## src/rtl/leading_zero_detector.sv

```systemverilog
// Registered leading-zero counter for the 24-bit adder normalization stage:
// reports leading zeros, an all-zero flag and the MSB-aligned mantissa one clock after sampling.
module leading_zero_detector (
    input  logic        clk,
    input  logic        rst,
    input  logic [23:0] num,
    input  logic        enable,
    output logic [4:0]  count,
    output logic        zero,
    output logic [23:0] norm,
    output logic        valid
);

    localparam int DATA_W = 24;
    localparam int CNT_W  = 5;

    // Priority encoder: ascending scan so the highest set bit wins; all-zero yields DATA_W.
    function automatic logic [CNT_W-1:0] lzc(input logic [DATA_W-1:0] v);
        logic [CNT_W-1:0] c;
        c = CNT_W'(DATA_W);
        for (int i = 0; i < DATA_W; i++) begin
            if (v[i]) c = CNT_W'(DATA_W - 1 - i);
        end
        return c;
    endfunction

    function automatic logic [DATA_W-1:0] normalize(input logic [DATA_W-1:0] v,
                                                    input logic [CNT_W-1:0]  c);
        return v << c;
    endfunction

    // ---- stage p0: combinational encode and shift of the sampled input ----
    logic [CNT_W-1:0]  cnt_p0;
    logic              zero_p0;
    logic [DATA_W-1:0] norm_p0;

    always_comb begin
        cnt_p0  = lzc(num);
        zero_p0 = (num == '0);
        norm_p0 = normalize(num, cnt_p0);
    end

    // ---- stage p1: output registers; an idle or reset cycle presents "no shift" ----
    logic [CNT_W-1:0]  cnt_p1;
    logic              zero_p1;
    logic [DATA_W-1:0] norm_p1;
    logic              vld_p1;

    always_ff @(posedge clk) begin
        if (rst || !enable) begin
            cnt_p1  <= '0;
            zero_p1 <= 1'b0;
            norm_p1 <= '0;
            vld_p1  <= 1'b0;
        end else begin
            cnt_p1  <= cnt_p0;
            zero_p1 <= zero_p0;
            norm_p1 <= norm_p0;
            vld_p1  <= 1'b1;
        end
    end

    assign count = cnt_p1;
    assign zero  = zero_p1;
    assign norm  = norm_p1;
    assign valid = vld_p1;

endmodule

```

## config.mk

```make
export PLATFORM = sky130hd
export DESIGN_NAME = leading_zero_detector
export DESIGN_NICKNAME = d
export VERILOG_FILES = /design/src/rtl/leading_zero_detector.sv
export SDC_FILE = /design/constraint.sdc
export NUM_CORES = 1
export LEC_CHECK = 0
export ABC_AREA = 1
export CORE_MARGIN = 5
export CORE_UTILIZATION = 45
export CTS_BUF_LIST = sky130_fd_sc_hd__clkbuf_8
export CTS_CLUSTER_SIZE = 25
export DETAILED_ROUTE_END_ITERATION = 10
export PLACE_DENSITY_LB_ADDON = 0.12
export SLEW_MARGIN = 25
export SYNTH_ARGS = -nofsm -noshare
export SYNTH_HDL_FRONTEND = slang
export SYNTH_SLANG_ARGS = --single-unit
```

## constraint.sdc

```tcl
create_clock -name clk -period 2.5 [get_ports clk]
set_input_delay 0.625 -clock clk [delete_from_list [all_inputs] [get_ports clk]]
set_output_delay 0.625 -clock clk [all_outputs]
set_load 0.01 [all_outputs]
```

==> out/results.ini <==
[route]
drt_first_pass_iters=5
viasPerCell=5.815
ant_nets=0
wl_per_cell_um=15.49
totalWireLength_um=8057
first_iter_violations=338
vias=3024
drc=0

[sta]
worst_slack_ps=-108.6
worst_pin_slew_ps=581.3
rsz0062_at_grt=true
tns_ps=-944.1
finalCritPeriodShare_pct=104.3
clock.fmax_mhz=383.3
drv_slew=0
finalSetupViolCount=16
slew_headroom_pct=61.20
whs_ps=852.4
period_needed_ps=2609
hold_violations=0

[grt]
grt_pass1_vias=2816
grt_use_total_pct=24.98
antenna_found_initial=0
grt_max_degree=29
grt_overflow_total=0
grt_pass1_wl_um=12520

[die]
die_h_um=79.40
die_w_um=79.40
placementRows=25
core_area_sq_um=4692
die-area_sq_um=6304
io_pins=58
start_util_pct=46.19

[synthesis]
yosys_warnings=0
synth-seq-area-share_pct=28.64
synthDominantCellAreaShare_pct=29.10
syn-cell-area_sq_um=2167
synth.area.top_cells=nand3_1 (29%), dfxtp_1 (29%), nand2_1 (15%)
synth_edf_count=0
ys_ff_latch=31
ys.flop_type=dfxtp_1
syn_area_per_cell_sq_um=5.889
yosysUniqueCellTypes=24
syn_nets=395
async_reset_ff_share_pct=0
synth_largest_area_cell=nand3_1
synthCells=368

[finish]
fin_cells=520
final_common_cell=nand3_1
mostFrequentLayoutCells=nand3_1 (72), nand2_1 (62), nand3_2 (48)
seq_area_sq_um=620.6
area_growth_pct=75.29
nFillCells=319
n_antenna_cell=0
multi_input_area_sq_um=1802
fin_nets=493
layout-drive-gt1-share_pct=35.19
fin_util_pct=80.96

[setup_path]
crit_path_end=norm[9]$_SDFF_PP0_
crit_top_cell=nand2_1
critPathTopFamily=simple AND/OR/NAND/NOR gates
worst-path-buf-inv=4
worstSetupStartpointType=primary input
worstSetupPathDepth=30
crit_path_end_kind=register
required_ps=2680
path_max_fanout=6
max_stage_delay_ps=200
crit_slowest_cell=nand3_1
crit_path_start=num[1]
crit_type=primary input to register
critPathArrivalTime_ps=2790

[clock_network]
clock_sinks=31
root_buffer=clkbuf_8
cts_tree=yes
cts-hold-fix-buffers=0
clockBufferDepth=2
clk_pin_slew_worst_paths_ps=60
cts_buffers=5
htree_levels=2

[place]
placed_cells=503
io_buffers=57
dp_hpwl_um=5160
gp_congestion=0.9937

[outcome]
violations=setup timing
status=finished with violations

[pwr]
power_mw=1.533
vdd_ir_drop_max_v=0.0002676
powerDensity_nw_per_um2=403.4
p_leak_nw=1.808

[hold_path]
hp-class=primary input to register

[flow_run]
maxCapViolCount=0

-- where the power goes --
part	leakage (nW)	switching [mW]	internal, mW	total, mW
registers	0.254	0.00638	0.520	0.526
clock network	0.0470	0.180	0.216	0.396
logic	1.51	0.339	0.271	0.611
total	1.81	0.526	1.01	1.53
-- cell usage after synthesis (4+ instances only) --
cell type  number
buf_2           7
nor2_1         24
nand3_1       126
a21oi_1         8
nand2_2         5
nand2_1        87
inv_1          38
dfxtp_1        31
clkbuf_1        6
o21ai_1         4
nor4_1          5
nand4_1         6
-- worst min-delay path by stage --
stage | slack [ps] | end | from | cells past startpoint
2_1_floorplan | 720 | valid$_DFF_P_ | rst | 1
3_3_place_gp | 1200 | valid$_DFF_P_ | enable | 3
3_5_place_dp | 1210 | valid$_DFF_P_ | enable | 3
4_1_cts | 850 | norm[0]$_SDFF_PP0_ | num[0] | 4
5_1_grt | 880 | norm[0]$_SDFF_PP0_ | num[0] | 4
6_report | 850 | norm[0]$_SDFF_PP0_ | num[0] | 4
-- kinds of logic (layout without fill, tap and decap cells) --
kind of cell / after synthesis / after routing / synth area share (%)
buffers and inverters: 61 / 157 / 12.01
DFF: 31 / 31 / 28.64
and+or+nand+nor: 259 / 261 / 54.97
AOI/OAI and AO/OA: 17 / 17 / 4.388
-- final cells by class --
cell class	count	area share (%)
multi-input cells	278	47.43
repair buffers	108	28.00
flip-flops and latches	31	16.34
inverters	42	4.150
clock buffers	6	2.174
well taps	54	1.779
clock inverters	1	0.1318
-- sequential cells by signal (all words and copies together) (netlist names) --
register	flops
count	5
norm	24
valid	1
zero	1
-- what timing repair did --
item,in CTS,in global routing
hold endpoints to repair,0,0
endpoints found under the setup margin,24,24
resized for setup,68,75
pin swaps,37,25
buffers inserted,6,0
cloned,4,0
-- stage by stage --
| stage | instance area (sq um) | worst slack, ps |
|---|---|---|
| final | 3799 | -108.6 |
| after global routing | 3799 | -319.2 |
| after CTS | 3485 | 3.622 |
| after detailed placement | 3088 | -608.4 |
| after global placement | 3088 | -575.9 |
| after floorplan | 2167 | 170.2 |
-- routing by layer --
layer | track usage, % | vias to the layer above | part of all wire [%]
met4 | 9.966 | 0 | 4.7
li1 | - | 1431 | -
met3 | 5.192 | 47 | 7.7
met5 | 0 | - | 0
met1 | 28.43 | 1385 | 36
met2 | 45.20 | 161 | 51
(Power assumes the default switching activity.)
